$ cat src/rtl/dispatch_unit_pkg.sv
// Shared types and constants for the dispatch stage: type codes, FIFO entry and issue payload.
package dispatch_unit_pkg;

  localparam int unsigned DATA_W  = 32;
  localparam int unsigned ADDR_W  = 32;
  localparam int unsigned ROB_W   = 4;
  localparam int unsigned OPE_W   = 6;
  localparam int unsigned NUM_CDB = 2;
  localparam int unsigned REG_W   = 5;

  // ROB tag 0 is never allocated, so it marks "value already available".
  localparam logic [ROB_W-1:0] NON_DEPENDENT = '0;

  typedef enum logic [OPE_W-1:0] {
    NOP, LUI, AUIPC, JAL, JALR,
    BEQ, BNE, BLT, BGE, BLTU, BGEU,
    LB, LH, LW, LBU, LHU,
    SB, SH, SW,
    ADDI, SLTI, SLTIU, XORI, ORI, ANDI, SLLI, SRLI, SRAI,
    ADD, SUB, SLL, SLT, SLTU, XOR, SRL, SRA, OR, AND
  } ope_e;

  typedef struct packed {
    logic [ADDR_W-1:0] pc;
    logic [ADDR_W-1:0] pred_pc;
    logic              pred_jump;
    logic [OPE_W-1:0]  ope;
    logic [REG_W-1:0]  rd;
    logic [REG_W-1:0]  rs1;
    logic [REG_W-1:0]  rs2;
    logic [DATA_W-1:0] imm;
  } iq_entry_t;

  typedef struct packed {
    logic [ADDR_W-1:0] pc;
    logic [ADDR_W-1:0] pred_pc;
    logic              pred_jump;
    logic [OPE_W-1:0]  ope;
    logic [REG_W-1:0]  rd;
    logic [DATA_W-1:0] vj;
    logic [DATA_W-1:0] vk;
    logic [ROB_W-1:0]  qj;
    logic [ROB_W-1:0]  qk;
    logic [ROB_W-1:0]  tag;
    logic [DATA_W-1:0] imm;
  } iss_payload_t;

  function automatic logic is_load(input logic [OPE_W-1:0] ope);
    return ope inside {LB, LH, LW, LBU, LHU};
  endfunction

  function automatic logic is_store(input logic [OPE_W-1:0] ope);
    return ope inside {SB, SH, SW};
  endfunction

endpackage

$ cat src/rtl/dispatch_unit_if.sv
// Bundle of every dispatch-stage signal except clock and reset; slave = dispatch unit, master = its environment.
interface dispatch_unit_if;
  import dispatch_unit_pkg::*;

  logic                       rdy;
  logic                       flush;

  logic                       in_valid;
  logic                       in_ready;
  logic [ADDR_W-1:0]          in_pc;
  logic [ADDR_W-1:0]          in_pred_pc;
  logic                       in_pred_jump;
  logic [OPE_W-1:0]           in_type;
  logic [REG_W-1:0]           in_rd;
  logic [REG_W-1:0]           in_rs1;
  logic [REG_W-1:0]           in_rs2;
  logic [DATA_W-1:0]          in_imm;

  logic [REG_W-1:0]           rs1_to_reg;
  logic [REG_W-1:0]           rs2_to_reg;
  logic [DATA_W-1:0]          vj_from_reg;
  logic [DATA_W-1:0]          vk_from_reg;
  logic [ROB_W-1:0]           qj_from_reg;
  logic [ROB_W-1:0]           qk_from_reg;

  logic [ROB_W-1:0]           qj_to_rob;
  logic [ROB_W-1:0]           qk_to_rob;
  logic                       qj_ready_from_rob;
  logic                       qk_ready_from_rob;
  logic [DATA_W-1:0]          vj_from_rob;
  logic [DATA_W-1:0]          vk_from_rob;

  logic                       rob_full;
  logic                       rs_full;
  logic                       lsb_full;
  logic [ROB_W-1:0]           rob_alloc_tag;

  logic [NUM_CDB-1:0]         cdb_valid;
  logic [NUM_CDB*ROB_W-1:0]   cdb_tag;
  logic [NUM_CDB*DATA_W-1:0]  cdb_value;

  logic                       rename_en;
  logic [REG_W-1:0]           rename_rd;
  logic [ROB_W-1:0]           rename_tag;

  logic                       rob_en;
  logic                       rs_en;
  logic                       lsb_en;
  logic [ADDR_W-1:0]          iss_pc;
  logic [ADDR_W-1:0]          iss_pred_pc;
  logic                       iss_pred_jump;
  logic [OPE_W-1:0]           iss_type;
  logic [REG_W-1:0]           iss_rd;
  logic [DATA_W-1:0]          iss_vj;
  logic [DATA_W-1:0]          iss_vk;
  logic [ROB_W-1:0]           iss_qj;
  logic [ROB_W-1:0]           iss_qk;
  logic [ROB_W-1:0]           iss_tag;
  logic [DATA_W-1:0]          iss_imm;

  modport slave (
    input  rdy, flush,
    input  in_valid, in_pc, in_pred_pc, in_pred_jump, in_type, in_rd, in_rs1, in_rs2, in_imm,
    output in_ready,
    output rs1_to_reg, rs2_to_reg,
    input  vj_from_reg, vk_from_reg, qj_from_reg, qk_from_reg,
    output qj_to_rob, qk_to_rob,
    input  qj_ready_from_rob, qk_ready_from_rob, vj_from_rob, vk_from_rob,
    input  rob_full, rs_full, lsb_full, rob_alloc_tag,
    input  cdb_valid, cdb_tag, cdb_value,
    output rename_en, rename_rd, rename_tag,
    output rob_en, rs_en, lsb_en,
    output iss_pc, iss_pred_pc, iss_pred_jump, iss_type, iss_rd,
    output iss_vj, iss_vk, iss_qj, iss_qk, iss_tag, iss_imm
  );

  modport master (
    output rdy, flush,
    output in_valid, in_pc, in_pred_pc, in_pred_jump, in_type, in_rd, in_rs1, in_rs2, in_imm,
    input  in_ready,
    input  rs1_to_reg, rs2_to_reg,
    output vj_from_reg, vk_from_reg, qj_from_reg, qk_from_reg,
    input  qj_to_rob, qk_to_rob,
    output qj_ready_from_rob, qk_ready_from_rob, vj_from_rob, vk_from_rob,
    output rob_full, rs_full, lsb_full, rob_alloc_tag,
    output cdb_valid, cdb_tag, cdb_value,
    input  rename_en, rename_rd, rename_tag,
    input  rob_en, rs_en, lsb_en,
    input  iss_pc, iss_pred_pc, iss_pred_jump, iss_type, iss_rd,
    input  iss_vj, iss_vk, iss_qj, iss_qk, iss_tag, iss_imm
  );

endinterface

$ cat src/rtl/dispatch_unit_operand_resolver.sv
// Resolves one source operand to (value, tag) from register file, CDB broadcasts and ROB, in that priority.
module dispatch_unit_operand_resolver
  import dispatch_unit_pkg::*;
(
  input  logic [REG_W-1:0]          i_src,
  input  logic [ROB_W-1:0]          i_q_from_reg,
  input  logic [DATA_W-1:0]         i_v_from_reg,
  input  logic                      i_q_ready_from_rob,
  input  logic [DATA_W-1:0]         i_v_from_rob,
  input  logic [NUM_CDB-1:0]        i_cdb_valid,
  input  logic [NUM_CDB*ROB_W-1:0]  i_cdb_tag,
  input  logic [NUM_CDB*DATA_W-1:0] i_cdb_value,
  output logic [DATA_W-1:0]         o_v_c,
  output logic [ROB_W-1:0]          o_q_c
);

  logic              w_cdb_hit;
  logic [DATA_W-1:0] w_cdb_value;

  // Scan from the top channel down so the lowest matching index overrides.
  always_comb begin : cdb_match
    w_cdb_hit   = 1'b0;
    w_cdb_value = '0;
    for (int i = int'(NUM_CDB) - 1; i >= 0; i--) begin
      if (i_cdb_valid[i] && (i_cdb_tag[i*ROB_W +: ROB_W] == i_q_from_reg)) begin
        w_cdb_hit   = 1'b1;
        w_cdb_value = i_cdb_value[i*DATA_W +: DATA_W];
      end
    end
  end

  always_comb begin : resolve
    o_v_c = '0;
    o_q_c = NON_DEPENDENT;
    if (i_src == '0) begin
      o_v_c = '0;
    end else if (i_q_from_reg == NON_DEPENDENT) begin
      o_v_c = i_v_from_reg;
    end else if (w_cdb_hit) begin
      o_v_c = w_cdb_value;
    end else if (i_q_ready_from_rob) begin
      o_v_c = i_v_from_rob;
    end else begin
      o_q_c = i_q_from_reg;
    end
  end

endmodule

$ cat src/rtl/dispatch_unit.sv
// In-order dispatch stage: decoded-instruction FIFO, operand resolution, ROB allocation and RS/LSB issue.
module dispatch_unit
  import dispatch_unit_pkg::*;
#(
  parameter int unsigned IQ_DEPTH = 4
) (
  input  logic           clk,
  input  logic           rst,
  dispatch_unit_if.slave bus
);

  localparam int unsigned PTR_W = $clog2(IQ_DEPTH);
  localparam int unsigned CNT_W = PTR_W + 1;

  iq_entry_t          r_mem [IQ_DEPTH];
  logic [PTR_W-1:0]   r_wptr;
  logic [PTR_W-1:0]   r_rptr;
  logic [CNT_W-1:0]   r_count;
  logic               r_rob_en;
  logic               r_rs_en;
  logic               r_lsb_en;
  iss_payload_t       r_iss;

  iq_entry_t          w_in;
  iq_entry_t          w_head;
  iss_payload_t       w_iss;
  logic               w_in_ready;
  logic               w_push;
  logic               w_issue;
  logic               w_to_lsb;
  logic               w_unit_full;
  logic [DATA_W-1:0]  w_vj;
  logic [DATA_W-1:0]  w_vk;
  logic [ROB_W-1:0]   w_qj;
  logic [ROB_W-1:0]   w_qk;

  assign w_in = '{
    pc:        bus.in_pc,
    pred_pc:   bus.in_pred_pc,
    pred_jump: bus.in_pred_jump,
    ope:       bus.in_type,
    rd:        bus.in_rd,
    rs1:       bus.in_rs1,
    rs2:       bus.in_rs2,
    imm:       bus.in_imm
  };
  assign w_head = r_mem[r_rptr];

  // No full-FIFO bypass: readiness depends only on the current occupancy.
  assign w_in_ready  = bus.rdy && !bus.flush && (r_count < CNT_W'(IQ_DEPTH));
  assign w_push      = !rst && bus.in_valid && w_in_ready;
  assign w_to_lsb    = is_load(w_head.ope) || is_store(w_head.ope);
  assign w_unit_full = w_to_lsb ? bus.lsb_full : bus.rs_full;
  assign w_issue     = !rst && bus.rdy && !bus.flush && (r_count != '0)
                       && !bus.rob_full && !w_unit_full;

  dispatch_unit_operand_resolver u_res_j (
    .i_src              (w_head.rs1),
    .i_q_from_reg       (bus.qj_from_reg),
    .i_v_from_reg       (bus.vj_from_reg),
    .i_q_ready_from_rob (bus.qj_ready_from_rob),
    .i_v_from_rob       (bus.vj_from_rob),
    .i_cdb_valid        (bus.cdb_valid),
    .i_cdb_tag          (bus.cdb_tag),
    .i_cdb_value        (bus.cdb_value),
    .o_v_c              (w_vj),
    .o_q_c              (w_qj)
  );

  dispatch_unit_operand_resolver u_res_k (
    .i_src              (w_head.rs2),
    .i_q_from_reg       (bus.qk_from_reg),
    .i_v_from_reg       (bus.vk_from_reg),
    .i_q_ready_from_rob (bus.qk_ready_from_rob),
    .i_v_from_rob       (bus.vk_from_rob),
    .i_cdb_valid        (bus.cdb_valid),
    .i_cdb_tag          (bus.cdb_tag),
    .i_cdb_value        (bus.cdb_value),
    .o_v_c              (w_vk),
    .o_q_c              (w_qk)
  );

  assign w_iss = '{
    pc:        w_head.pc,
    pred_pc:   w_head.pred_pc,
    pred_jump: w_head.pred_jump,
    ope:       w_head.ope,
    rd:        w_head.rd,
    vj:        w_vj,
    vk:        w_vk,
    qj:        w_qj,
    qk:        w_qk,
    tag:       bus.rob_alloc_tag,
    imm:       w_head.imm
  };

  // FIFO storage needs no reset; occupancy is tracked by the pointers.
  always_ff @(posedge clk) begin : fifo_mem
    if (w_push) begin
      r_mem[r_wptr] <= w_in;
    end
  end

  always_ff @(posedge clk) begin : ctrl
    if (rst) begin
      r_wptr   <= '0;
      r_rptr   <= '0;
      r_count  <= '0;
      r_rob_en <= 1'b0;
      r_rs_en  <= 1'b0;
      r_lsb_en <= 1'b0;
      r_iss    <= '0;
    end else if (bus.rdy) begin
      if (bus.flush) begin
        r_wptr   <= '0;
        r_rptr   <= '0;
        r_count  <= '0;
        r_rob_en <= 1'b0;
        r_rs_en  <= 1'b0;
        r_lsb_en <= 1'b0;
        r_iss    <= '0;
      end else begin
        r_rob_en <= w_issue;
        r_rs_en  <= w_issue && !w_to_lsb;
        r_lsb_en <= w_issue && w_to_lsb;
        if (w_push) begin
          r_wptr <= r_wptr + PTR_W'(1);
        end
        if (w_issue) begin
          r_rptr <= r_rptr + PTR_W'(1);
          r_iss  <= w_iss;
        end
        case ({w_push, w_issue})
          2'b10:   r_count <= r_count + CNT_W'(1);
          2'b01:   r_count <= r_count - CNT_W'(1);
          default: r_count <= r_count;
        endcase
      end
    end
  end

  assign bus.in_ready   = w_in_ready;
  assign bus.rs1_to_reg = w_head.rs1;
  assign bus.rs2_to_reg = w_head.rs2;
  assign bus.qj_to_rob  = bus.qj_from_reg;
  assign bus.qk_to_rob  = bus.qk_from_reg;

  // Register file commits the rename on the issuing edge.
  assign bus.rename_en  = w_issue && (w_head.rd != '0);
  assign bus.rename_rd  = w_head.rd;
  assign bus.rename_tag = bus.rob_alloc_tag;

  assign bus.rob_en        = r_rob_en;
  assign bus.rs_en         = r_rs_en;
  assign bus.lsb_en        = r_lsb_en;
  assign bus.iss_pc        = r_iss.pc;
  assign bus.iss_pred_pc   = r_iss.pred_pc;
  assign bus.iss_pred_jump = r_iss.pred_jump;
  assign bus.iss_type      = r_iss.ope;
  assign bus.iss_rd        = r_iss.rd;
  assign bus.iss_vj        = r_iss.vj;
  assign bus.iss_vk        = r_iss.vk;
  assign bus.iss_qj        = r_iss.qj;
  assign bus.iss_qk        = r_iss.qk;
  assign bus.iss_tag       = r_iss.tag;
  assign bus.iss_imm       = r_iss.imm;

endmodule
$ cat src/flat_wrapper.sv
// flat-port wrapper written by rule: the top's interface ports become plain ports
module dispatch_unit_flat import dispatch_unit_pkg::*;
#(
  parameter int unsigned IQ_DEPTH = 4
)
  (clk, rst, bus_rdy, bus_flush, bus_in_valid, bus_in_pc, bus_in_pred_pc, bus_in_pred_jump, bus_in_type, bus_in_rd, bus_in_rs1, bus_in_rs2, bus_in_imm, bus_in_ready, bus_rs1_to_reg, bus_rs2_to_reg, bus_vj_from_reg, bus_vk_from_reg, bus_qj_from_reg, bus_qk_from_reg, bus_qj_to_rob, bus_qk_to_rob, bus_qj_ready_from_rob, bus_qk_ready_from_rob, bus_vj_from_rob, bus_vk_from_rob, bus_rob_full, bus_rs_full, bus_lsb_full, bus_rob_alloc_tag, bus_cdb_valid, bus_cdb_tag, bus_cdb_value, bus_rename_en, bus_rename_rd, bus_rename_tag, bus_rob_en, bus_rs_en, bus_lsb_en, bus_iss_pc, bus_iss_pred_pc, bus_iss_pred_jump, bus_iss_type, bus_iss_rd, bus_iss_vj, bus_iss_vk, bus_iss_qj, bus_iss_qk, bus_iss_tag, bus_iss_imm);
  dispatch_unit_if bus_i ();
  input  logic clk;
  input  logic rst;
  input wire logic [$bits(bus_i.rdy)-1:0] bus_rdy;
  input wire logic [$bits(bus_i.flush)-1:0] bus_flush;
  input wire logic [$bits(bus_i.in_valid)-1:0] bus_in_valid;
  input wire logic [$bits(bus_i.in_pc)-1:0] bus_in_pc;
  input wire logic [$bits(bus_i.in_pred_pc)-1:0] bus_in_pred_pc;
  input wire logic [$bits(bus_i.in_pred_jump)-1:0] bus_in_pred_jump;
  input wire logic [$bits(bus_i.in_type)-1:0] bus_in_type;
  input wire logic [$bits(bus_i.in_rd)-1:0] bus_in_rd;
  input wire logic [$bits(bus_i.in_rs1)-1:0] bus_in_rs1;
  input wire logic [$bits(bus_i.in_rs2)-1:0] bus_in_rs2;
  input wire logic [$bits(bus_i.in_imm)-1:0] bus_in_imm;
  output wire logic [$bits(bus_i.in_ready)-1:0] bus_in_ready;
  output wire logic [$bits(bus_i.rs1_to_reg)-1:0] bus_rs1_to_reg;
  output wire logic [$bits(bus_i.rs2_to_reg)-1:0] bus_rs2_to_reg;
  input wire logic [$bits(bus_i.vj_from_reg)-1:0] bus_vj_from_reg;
  input wire logic [$bits(bus_i.vk_from_reg)-1:0] bus_vk_from_reg;
  input wire logic [$bits(bus_i.qj_from_reg)-1:0] bus_qj_from_reg;
  input wire logic [$bits(bus_i.qk_from_reg)-1:0] bus_qk_from_reg;
  output wire logic [$bits(bus_i.qj_to_rob)-1:0] bus_qj_to_rob;
  output wire logic [$bits(bus_i.qk_to_rob)-1:0] bus_qk_to_rob;
  input wire logic [$bits(bus_i.qj_ready_from_rob)-1:0] bus_qj_ready_from_rob;
  input wire logic [$bits(bus_i.qk_ready_from_rob)-1:0] bus_qk_ready_from_rob;
  input wire logic [$bits(bus_i.vj_from_rob)-1:0] bus_vj_from_rob;
  input wire logic [$bits(bus_i.vk_from_rob)-1:0] bus_vk_from_rob;
  input wire logic [$bits(bus_i.rob_full)-1:0] bus_rob_full;
  input wire logic [$bits(bus_i.rs_full)-1:0] bus_rs_full;
  input wire logic [$bits(bus_i.lsb_full)-1:0] bus_lsb_full;
  input wire logic [$bits(bus_i.rob_alloc_tag)-1:0] bus_rob_alloc_tag;
  input wire logic [$bits(bus_i.cdb_valid)-1:0] bus_cdb_valid;
  input wire logic [$bits(bus_i.cdb_tag)-1:0] bus_cdb_tag;
  input wire logic [$bits(bus_i.cdb_value)-1:0] bus_cdb_value;
  output wire logic [$bits(bus_i.rename_en)-1:0] bus_rename_en;
  output wire logic [$bits(bus_i.rename_rd)-1:0] bus_rename_rd;
  output wire logic [$bits(bus_i.rename_tag)-1:0] bus_rename_tag;
  output wire logic [$bits(bus_i.rob_en)-1:0] bus_rob_en;
  output wire logic [$bits(bus_i.rs_en)-1:0] bus_rs_en;
  output wire logic [$bits(bus_i.lsb_en)-1:0] bus_lsb_en;
  output wire logic [$bits(bus_i.iss_pc)-1:0] bus_iss_pc;
  output wire logic [$bits(bus_i.iss_pred_pc)-1:0] bus_iss_pred_pc;
  output wire logic [$bits(bus_i.iss_pred_jump)-1:0] bus_iss_pred_jump;
  output wire logic [$bits(bus_i.iss_type)-1:0] bus_iss_type;
  output wire logic [$bits(bus_i.iss_rd)-1:0] bus_iss_rd;
  output wire logic [$bits(bus_i.iss_vj)-1:0] bus_iss_vj;
  output wire logic [$bits(bus_i.iss_vk)-1:0] bus_iss_vk;
  output wire logic [$bits(bus_i.iss_qj)-1:0] bus_iss_qj;
  output wire logic [$bits(bus_i.iss_qk)-1:0] bus_iss_qk;
  output wire logic [$bits(bus_i.iss_tag)-1:0] bus_iss_tag;
  output wire logic [$bits(bus_i.iss_imm)-1:0] bus_iss_imm;
  assign bus_i.rdy = bus_rdy;
  assign bus_i.flush = bus_flush;
  assign bus_i.in_valid = bus_in_valid;
  assign bus_i.in_pc = bus_in_pc;
  assign bus_i.in_pred_pc = bus_in_pred_pc;
  assign bus_i.in_pred_jump = bus_in_pred_jump;
  assign bus_i.in_type = bus_in_type;
  assign bus_i.in_rd = bus_in_rd;
  assign bus_i.in_rs1 = bus_in_rs1;
  assign bus_i.in_rs2 = bus_in_rs2;
  assign bus_i.in_imm = bus_in_imm;
  assign bus_in_ready = bus_i.in_ready;
  assign bus_rs1_to_reg = bus_i.rs1_to_reg;
  assign bus_rs2_to_reg = bus_i.rs2_to_reg;
  assign bus_i.vj_from_reg = bus_vj_from_reg;
  assign bus_i.vk_from_reg = bus_vk_from_reg;
  assign bus_i.qj_from_reg = bus_qj_from_reg;
  assign bus_i.qk_from_reg = bus_qk_from_reg;
  assign bus_qj_to_rob = bus_i.qj_to_rob;
  assign bus_qk_to_rob = bus_i.qk_to_rob;
  assign bus_i.qj_ready_from_rob = bus_qj_ready_from_rob;
  assign bus_i.qk_ready_from_rob = bus_qk_ready_from_rob;
  assign bus_i.vj_from_rob = bus_vj_from_rob;
  assign bus_i.vk_from_rob = bus_vk_from_rob;
  assign bus_i.rob_full = bus_rob_full;
  assign bus_i.rs_full = bus_rs_full;
  assign bus_i.lsb_full = bus_lsb_full;
  assign bus_i.rob_alloc_tag = bus_rob_alloc_tag;
  assign bus_i.cdb_valid = bus_cdb_valid;
  assign bus_i.cdb_tag = bus_cdb_tag;
  assign bus_i.cdb_value = bus_cdb_value;
  assign bus_rename_en = bus_i.rename_en;
  assign bus_rename_rd = bus_i.rename_rd;
  assign bus_rename_tag = bus_i.rename_tag;
  assign bus_rob_en = bus_i.rob_en;
  assign bus_rs_en = bus_i.rs_en;
  assign bus_lsb_en = bus_i.lsb_en;
  assign bus_iss_pc = bus_i.iss_pc;
  assign bus_iss_pred_pc = bus_i.iss_pred_pc;
  assign bus_iss_pred_jump = bus_i.iss_pred_jump;
  assign bus_iss_type = bus_i.iss_type;
  assign bus_iss_rd = bus_i.iss_rd;
  assign bus_iss_vj = bus_i.iss_vj;
  assign bus_iss_vk = bus_i.iss_vk;
  assign bus_iss_qj = bus_i.iss_qj;
  assign bus_iss_qk = bus_i.iss_qk;
  assign bus_iss_tag = bus_i.iss_tag;
  assign bus_iss_imm = bus_i.iss_imm;
  dispatch_unit #(.IQ_DEPTH(IQ_DEPTH)) u_core (.clk(clk), .rst(rst), .bus(bus_i));
endmodule
$ cat config.mk
export PLATFORM = sky130hd
export DESIGN_NAME = dispatch_unit_flat
export DESIGN_NICKNAME = d
export VERILOG_FILES = /design/src/rtl/dispatch_unit_pkg.sv /design/src/rtl/dispatch_unit_if.sv /design/src/rtl/dispatch_unit_operand_resolver.sv /design/src/rtl/dispatch_unit.sv /design/src/flat_wrapper.sv
export SDC_FILE = /design/constraint.sdc
export NUM_CORES = 1
export LEC_CHECK = 0
export CAP_MARGIN = 25
export CORE_ASPECT_RATIO = 1.4
export CORE_MARGIN = 2
export CORE_UTILIZATION = 53
export CTS_BUF_LIST = sky130_fd_sc_hd__clkbuf_8
export DETAILED_ROUTE_END_ITERATION = 8
export GPL_TIMING_DRIVEN = 0
export PLACE_DENSITY = 0.85
export RECOVER_POWER = 100
export SYNTH_ARGS = -nofsm -noshare
export SYNTH_HDL_FRONTEND = slang
export SYNTH_HIERARCHICAL = 1
export SYNTH_SLANG_ARGS = --single-unit
$ cat constraint.sdc
create_clock -name clk -period 7.8 [get_ports clk]
set_input_delay 1.56 -clock clk [delete_from_list [all_inputs] [get_ports clk]]
set_output_delay 1.56 -clock clk [all_outputs]
set_load 0.005 [all_outputs]
==> results_dict.tcl, run 1 <==
set metrics [dict create \
    postPlaceCellArea_um2 32800 \
    p_total_uw 7710 \
    antenna_found_initial 52 \
    setup_viol 0 \
    cts_resized 0 \
    cts_tree "yes" \
    end_kind "output pin" \
    final_nets 2486 \
    syn_nets 1826 \
    grt_pass1_vias 18474 \
    cts.clk_slew.worst_paths_ns 0.06 \
    cts_buffers 97 \
    synth.distinct_cells 51 \
    ys.flop_type "edfxtp_1" \
    synth.cell_area_um2 26300 \
    synth_edf_count 472 \
    synth.largest_area_cell "edfxtp_1" \
    max_slew_margin_pct -116 \
    drt_iter0_markers 1056 \
    insertion_delay_ns 0.71 \
    dr.pass1.iters 6 \
    ff_latch_area_um2 18100 \
    rows 96 \
    power.internal_uw 5860 \
    cp_slowest_cell "dlygate4sd3_1" \
    path_common_cell "dlygate4sd3_1" \
    synth_area_per_cell_um2 17.8 \
    htree_levels 3 \
    wl_per_cell_um 28.9 \
    max_cap_violations 7 \
    drc 0 \
    final_util_pct 70.4 \
    synthCells 1479 \
    async_reset_ff_share_pct 0 \
    port_buffers 553 \
    slowest_delay_ns 0.73 \
    n_fill_cell 3085 \
    final_cell_area_um2 34500 \
    cts_setup_buffers 0 \
    hold_violations 0 \
    core_area_um2 49000 \
    fmax_mhz 143 \
    critPathLaunchType "input pin" \
    period_share_pct 89.5 \
    die_w_um 192 \
    synth_top_area_share_pct 54.0 \
    power.leakage_uw 0.0128 \
    num_io_pins 558 \
    p_switching_uw 1850 \
    grt_use_total_pct 32.4 \
    die_h_um 267 \
    dp_hpwl_mm 59.0 \
    grt_max_degree 59 \
    cts-root-buf "clkbuf_8" \
    p_sw_share_pct 24.0 \
    status "complete, but fails checks" \
    tns_ns 0 \
    finalWirelength_mm 83.2 \
    worstPathCellList "dlygate4sd3_1, or4b_1, nor3_1, nand3b_1, o211a_1, clkbuf_1, buf_4, buf_2, o21a_1, dlygate4sd3_1" \
    crit_fanout 10 \
    worst_slew_pin_slew_ns 3.23 \
    vias 17331 \
    gr-total-overflow 0 \
    vias_per_cell 6.02 \
    power_frac_comb_pct 12.0 \
    p_seq_share_pct 51.2 \
    multi_input_area_um2 7250 \
    grt_pass1_wl_mm 119 \
    drive_gt1_share_pct 16.4 \
    path_class "in2out" \
    start_util_pct 53.6 \
    critPathTopFamily "buffers and inverters" \
    required_ns 6.24 \
    yosys_warnings 6 \
    finalMaxSlewViolations 393 \
    final_antenna_net_count 0 \
    min_period_ns 6.98 \
    clockPowerShare_pct 36.8 \
    synth_area_leaders "edfxtp_1 (54%), dfxtp_1 (15%), mux4_2 (10%), a22o_1 (6.2%), a221oi_2 (3.6%)" \
    r2r_slack_ns 2.14 \
    die_area_um2 51400 \
    min_path_type "reg2reg" \
    rsz0062_at_grt "no" \
    ys_seq_elements 668 \
    seq_area_frac_synth_pct 68.9 \
    ir_drop_uv 199 \
    worst_ep_arrival_time_ns 5.42 \
    cp_num_buf_inv 5 \
    ctsHoldBuffers 0 \
    pwr_density_cell_nw_per_um2 224 \
    skew_ns 0.0207 \
    gp_congestion 0.940 \
    cts.sinks 668 \
    whs_ns 0.471 \
    synthToLayoutAreaGrowth_pct 31.3 \
    max-clock-path-buffers 3 \
    violations "capacitance limit, slew limit" \
]
-- cells in the final DEF, fill, tap and decap left out, types with 5 or more instances in the layout --
cell type / Yosys / layout
a21oi_1: 5 / 5
a221oi_1: 2 / 20
a221oi_2: 63 / 45
a22o_1: 185 / 185
buf_2: 29 / 18
buf_4: 22 / 17
buf_6: 22 / 12
bufinv_16: 0 / 5
clkbuf_1: 47 / 74
clkbuf_8: 2 / 113
clkdlybuf4s50_1: 0 / 220
clkinv_1: 0 / 14
clkinv_2: 0 / 15
dfxtp_1: 196 / 196
diode_2: 0 / 23
dlygate4sd3_1: 0 / 333
dlymetal6s2s_1: 0 / 5
edfxtp_1: 472 / 472
inv_1: 7 / 36
mux2i_1: 68 / 68
mux4_2: 118 / 118
nand2_1: 73 / 73
nor2_1: 11 / 12
nor2b_1: 5 / 5
nor3_1: 8 / 8
nor4b_1: 8 / 9
o21ai_0: 66 / 66
xnor2_1: 5 / 5
xor2_1: 12 / 12
-- Yosys cell counts, types with 3 or more instances --
cell type / count
edfxtp_1: 472
dfxtp_1: 196
a22o_1: 185
mux4_2: 118
nand2_1: 73
mux2i_1: 68
o21ai_0: 66
a221oi_2: 63
clkbuf_1: 47
buf_2: 29
buf_4: 22
buf_6: 22
xor2_1: 12
nor2_1: 11
nor3_1: 8
nor4b_1: 8
inv_1: 7
and2_1: 6
a21oi_1: 5
nor2b_1: 5
xnor2_1: 5
ha_1: 4
nand2b_1: 3
nand3b_1: 3
nor3b_1: 3
or4_1: 3
-- power by group through the flow --
stage	Sequential [uW]	Combinational [uW]	Clock (uW)
after CTS	3950	992	2890
after detailed placement	4020	983	0
after global placement	4020	959	0
after global routing	3950	978	3020
after floorplan	4020	433	0
final	3950	928	2840
-- path summary, 6_finish.rpt --
kind,startpoint,to,cells past startpoint
worst max register to register,flop,u_core/bus.iss_vj[29],11
worst min-delay path,u_core/bus.iss_vj[4],u_core/bus.iss_vj[4],1
worst max-delay path,bus_rdy,bus_rename_en,10
worst min register to register,u_core/bus.iss_vj[4],u_core/bus.iss_vj[4],1
-- worst reg2reg max path: cells and delay by family (launching register included) --
kind,cells,cell delay [ns]
AOI/OAI and AO/OA,3,0.60
and+or+nand+nor,2,0.85
muxes,1,0.62
DFF,1,0.31
buffers and inverters,5,3.19
-- per-stage QoR --
step,cells,worst slack (ns)
after floorplan,1479,1.82
after global placement,2669,-1.11
after detailed placement,2677,1.29
after CTS,2858,1.28
after global routing,2876,0.623
final,2881,0.818
-- state kept, by name (all words and copies together) (netlist names), 5 cells and up, named ones only --
name,flops
u_core/bus.iss_pc,32
u_core/bus.iss_vj,32
u_core/bus.iss_vk,32
u_core/bus.iss_pred_pc,32
u_core/bus.iss_imm,32
u_core/bus.iss_rd,5
u_core/r_mem,472
u_core/bus.iss_type,6
-- layout make-up --
cell class              count  share of cell area [%]
multi-input cells         681                    21.0
flip-flops and latches    668                    52.5
inverters                   7                  0.0762
well taps                 637                    2.31
clock inverters            70                    1.35
plain buffers             123                    1.91
repair buffers            561                    16.3
clock buffers             111                    4.43
diodes                     23                   0.167
-- cell families after synthesis --
kind of cell | share of synthesized area (%)
adders and majority gates | 0.267
AOI/OAI and AO/OA | 11.7
and+or+nand+nor | 2.85
buffers and inverters | 3.02
DFF | 68.9
xor gates and xnor gates | 0.567
muxes | 12.7
-- per-layer routing --
metal	GRT usage, %	routed length, um
met1	32.3	26200
met2	56.2	43100
met3	13.7	9240
met4	18.2	4330
met5	0	319
(Power assumes the default switching activity.)
==> inputs of run 2 (changes only) <==
Settings changed: SLEW_MARGIN set to 5.
==> run 2 against run 1 <==
Compared with the run above:
- the flow still finishes with violations (capacitance limit, slew limit)
- via count up 1.5%
- sequential share of layout area about the same
- highest routed layer unchanged
- critical endpoint unchanged
- non-clock buffer count unchanged
- core utilization about the same
- cell area about the same
- critical path depth unchanged
- die area unchanged
==> results_dict.tcl, run 2 (synthesis results as in run 1) <==
set metrics [dict create \
    start_util_pct 53.6 \
    p_total_uw 7650 \
    postPlaceCellArea_um2 32800 \
    max-clock-path-buffers 3 \
    die_w_um 192 \
    cts.clk_slew.worst_paths_ns 0.06 \
    layout_common_cells "edfxtp_1 (472), dlygate4sd3_1 (333), clkdlybuf4s50_1 (220)" \
    slowest_delay_ns 0.73 \
    die_area_um2 51400 \
    worst_ep_arrival_time_ns 5.34 \
    htree_levels 3 \
    gp_congestion 0.940 \
    cts_tree "yes" \
    cts_buffers 96 \
    cts_resized 0 \
    min_period_ns 6.90 \
    grt_max_degree 55 \
    worst_slew_pin_slew_ns 3.52 \
    r2r_slack_ns 2.00 \
    final_util_pct 70.4 \
    max_slew_margin_pct -135 \
    setup_viol 0 \
    status "complete, but fails checks" \
    mostFrequentLayoutCell "edfxtp_1" \
    grt_pass1_vias 18400 \
    core_area_um2 49000 \
    rows 96 \
    worst_slack_ns 0.903 \
    vias_per_cell 6.10 \
    highest_layer "met5" \
    drc 0 \
    worstPathCellList "dlygate4sd3_1, or4b_1, nor3_1, nand3b_1, o211a_1, clkbuf_1, buf_4, buf_2, o21a_1, dlygate4sd3_1" \
    finalWirelength_mm 85.8 \
    cp_num_buf_inv 5 \
    final_antenna_net_count 0 \
    critPathTopFamily "buffers and inverters" \
    ctsHoldBuffers 0 \
    tns_ns 0 \
    vias 17599 \
    insertion_delay_ns 0.71 \
    dr.pass1.iters 5 \
    grt_use_total_pct 32.6 \
    num_io_pins 558 \
    ir_drop_uv 276 \
    wl_per_cell_um 29.8 \
    cts.sinks 668 \
    dp_slack_ns 1.31 \
    cts_setup_buffers 0 \
    critical_path.startpoint "bus_rdy" \
    dp_hpwl_mm 59.5 \
    synthToLayoutAreaGrowth_pct 31.4 \
    top_register "u_core/r_mem" \
    max_cap_violations 8 \
    gr-total-overflow 0 \
    finalMaxSlewViolations 238 \
    skew_ns 0.0330 \
    reg2reg_depth 11 \
    cts-root-buf "clkbuf_8" \
    fmax_mhz 145 \
    pwr_density_cell_nw_per_um2 222 \
    final_cell_area_um2 34500 \
    critPathLaunchType "input pin" \
    min_path_type "reg2reg" \
    wl_met1_mm 26.7 \
    crit_cells 10 \
    drt_iter0_markers 1357 \
    drive_gt1_share_pct 16.7 \
    port_buffers 553 \
    die_h_um 267 \
    dr_wl_met3_mm 10.0 \
    end_kind "output pin" \
    cp_slowest_cell "dlygate4sd3_1" \
    rr_endpoint "u_core/bus.iss_vj[29]" \
    rsz0062_at_grt "no" \
    crit_path_end "bus_rename_en" \
    violations "capacitance limit, slew limit" \
    largest_register_ff_count 472 \
    path_class "in2out" \
    power.leakage_uw 0.0127 \
    required_ns 6.24 \
    final_nets 2485 \
    path_common_cell "dlygate4sd3_1" \
    hold_violations 0 \
    crit_fanout 10 \
    grt_pass1_wl_mm 120 \
    routed-wl-met2_mm 44.4 \
    period_share_pct 88.4 \
    antenna_found_initial 55 \
]
[run 2: worst min-delay path by stage]
stage,start,endpoint,slack [ns],depth (start not counted)
after floorplan,u_core/r_rptr[1],flop,0.46,1
after global placement,u_core/bus.iss_type[5],u_core/bus.iss_type[5],0.46,1
after detailed placement,u_core/bus.iss_vj[2],u_core/bus.iss_vj[2],0.46,1
after CTS,u_core/bus.iss_qj[3],u_core/bus.iss_qj[3],0.48,1
after global routing,u_core/bus.iss_vk[13],u_core/bus.iss_vk[13],0.48,1
final,u_core/bus.iss_vj[9],u_core/bus.iss_vj[9],0.47,1
[run 2: area by class of cell]
class	instances	area, um^2
Fill cell	3066	14500
Tap cell	637	797
Clock inverter	66	375
Buffer	123	673
Antenna cell	26	65.1
Inverter	7	26.3
Multi-Input combinational cell	681	7230
Sequential cell	668	18100
Timing Repair Buffer	561	5670
Clock buffer	114	1570
[run 2: power breakdown]
part / leakage (uW) / switching [uW] / internal (uW)
clock network: 0.00108 / 1350 / 1410
logic: 0.00573 / 446 / 492
registers: 0.00585 / 58.6 / 3890
total: 0.0127 / 1860 / 5790
[run 2: metal layers]
layer,global-route usage [%],vias up
li1,-,7403
met1,33.0,8817
met2,56.7,1057
met3,13.8,266
met4,16.9,56
met5,0,-
[run 2: per-stage QoR]
stage | hold WS (ns) | instances
final | 0.472 | 2883
after global routing | 0.485 | 2877
after CTS | 0.476 | 2857
after detailed placement | 0.455 | 2677
after global placement | 0.456 | 2669
after floorplan | 0.460 | 1479
==> variant, RTL diff (config.mk and constraints of run 2) <==
The package constant `ADDR_W` goes from 32 to 64.
--- a/src/rtl/dispatch_unit_pkg.sv
+++ b/src/rtl/dispatch_unit_pkg.sv
@@ -2,7 +2,7 @@
 package dispatch_unit_pkg;
 
   localparam int unsigned DATA_W  = 32;
-  localparam int unsigned ADDR_W  = 32;
+  localparam int unsigned ADDR_W  = 64;
   localparam int unsigned ROB_W   = 4;
   localparam int unsigned OPE_W   = 6;
   localparam int unsigned NUM_CDB = 2;
Ports: changed (resized bus_in_pc, bus_in_pred_pc, bus_iss_pc and bus_iss_pred_pc); port bits go from 558 to 686. The function was not compared with the original's and may differ.
==> variant against run 2 <==
  * The flow still finishes with violations (capacitance limit, slew limit)
  * Via count increased by 34%
  * Area after synthesis rose by 42%
  * Power rose by 47%
  * Count of clock-buffer cells in the layout grew 42
  * Cell area rose by 40%
  * Sequential cell count increased by 320
  * Worst setup slack worse by 0.28 ns
  * Critical path type unchanged
  * Sequential power rose by 48%
  * Synthesized cell count is 32% higher
  * Maximum frequency decreased by 3.9%
  * Wire length up 47%
==> variant: results (changes against run 2) <==
Outcome
  – Status: complete, but fails checks
  – Failing checks: capacitance limit, slew limit

Synth
  – Netlist cell types: 49 (-3.9%)
  – Register area share after synthesis: 72.3% (+3.4 points)
  – Synth area leaders: edfxtp_1 (58%), dfxtp_1 (14%), mux4_2 (11%)

Placed design
  – GPL Wtd Cong: 1.03 (+10%)
  – IO buf count: 681 (+23%)
  – Post-DP HPWL: 91200 um (+53%)

Critical path
  – Reg-to-reg endpoint: u_core/bus.iss_vj[5]$_SDFFE_PP0P_
  – CP arrival: 5.62 ns (+0.28 ns)
  – FF-to-FF setup slack: 2.03 ns (+0.03 ns)

Layout
  – Non-clk bufs: 849 (+24%)
  – Area of the multi-input gates: 9200 um2 (+27%)
  – Max reg flops: 728 (+54%)
  – Fin area: 48300 um2 (+40%)
  – ClkCell Share: 5.98% (+0.34 points)

STA
  – Hold_ws: 0.470 ns (-0.00244 ns)
  – Slew Viols, Final: 204 (-14%)
  – Final Skew: 0.0619 ns (+0.0289 ns)

Clock network
  – Clock latency on the worst-skew pair: 0.82 ns (+0.11 ns)

Min path
  – Worst Hold Path EP: u_core/bus.iss_vj[11]$_SDFFE_PP0P_

Die
  – Core Box Area: 70100 um2 (+43%)

Detailed routing
  – Initial detailed-routing violation count: 2065 (+52%)
  – Final WL: 126000 um (+47%)

Flow run
  – Max-Cap Viols: 6 (-2)

GRT
  – Largest net degree at the start of global routing: 50 (-9.1%)
  – First-pass GRT wire length: 177000 um (+48%)

Power
  – Comb power: 0.00123 W (+31%)
[variant: cell types whose count changed after synthesis, moves of 6 or more]
cell	before	now
a22o_1	185	249
buf_4	22	16
mux4_2	118	182
edfxtp_1	472	728
dfxtp_1	196	260
buf_2	29	35
clkbuf_1	47	63
buf_6	22	35
[variant: kinds of logic (layout without fill, tap and decap cells)]
| group | Yosys count | in the layout | synth area share [%] |
|---|---|---|---|
| XOR/XNOR | 17 | 17 | 0.398 |
| AO/OA/AOI/OAI | 400 | 400 | 9.70 |
| AND/OR/NAND/NOR | 137 | 137 | 1.98 |
| flip-flops | 988 | 988 | 72.3 |
| multiplexers | 250 | 250 | 12.8 |
| buffers and inverters | 158 | 1117 | 2.62 |
| other | 0 | 48 | 0 |
| adder cells (fa/ha/maj) | 5 | 5 | 0.187 |
[variant: per-layer routing]
metal  GRT usage [%]  wire length, um  up-vias
met4            17.3             7010       56
met3            14.0            14800      347
met5               0              374        -
met1            38.5            42200    11829
met2            57.2            62000     1478
li1                -                -     9829
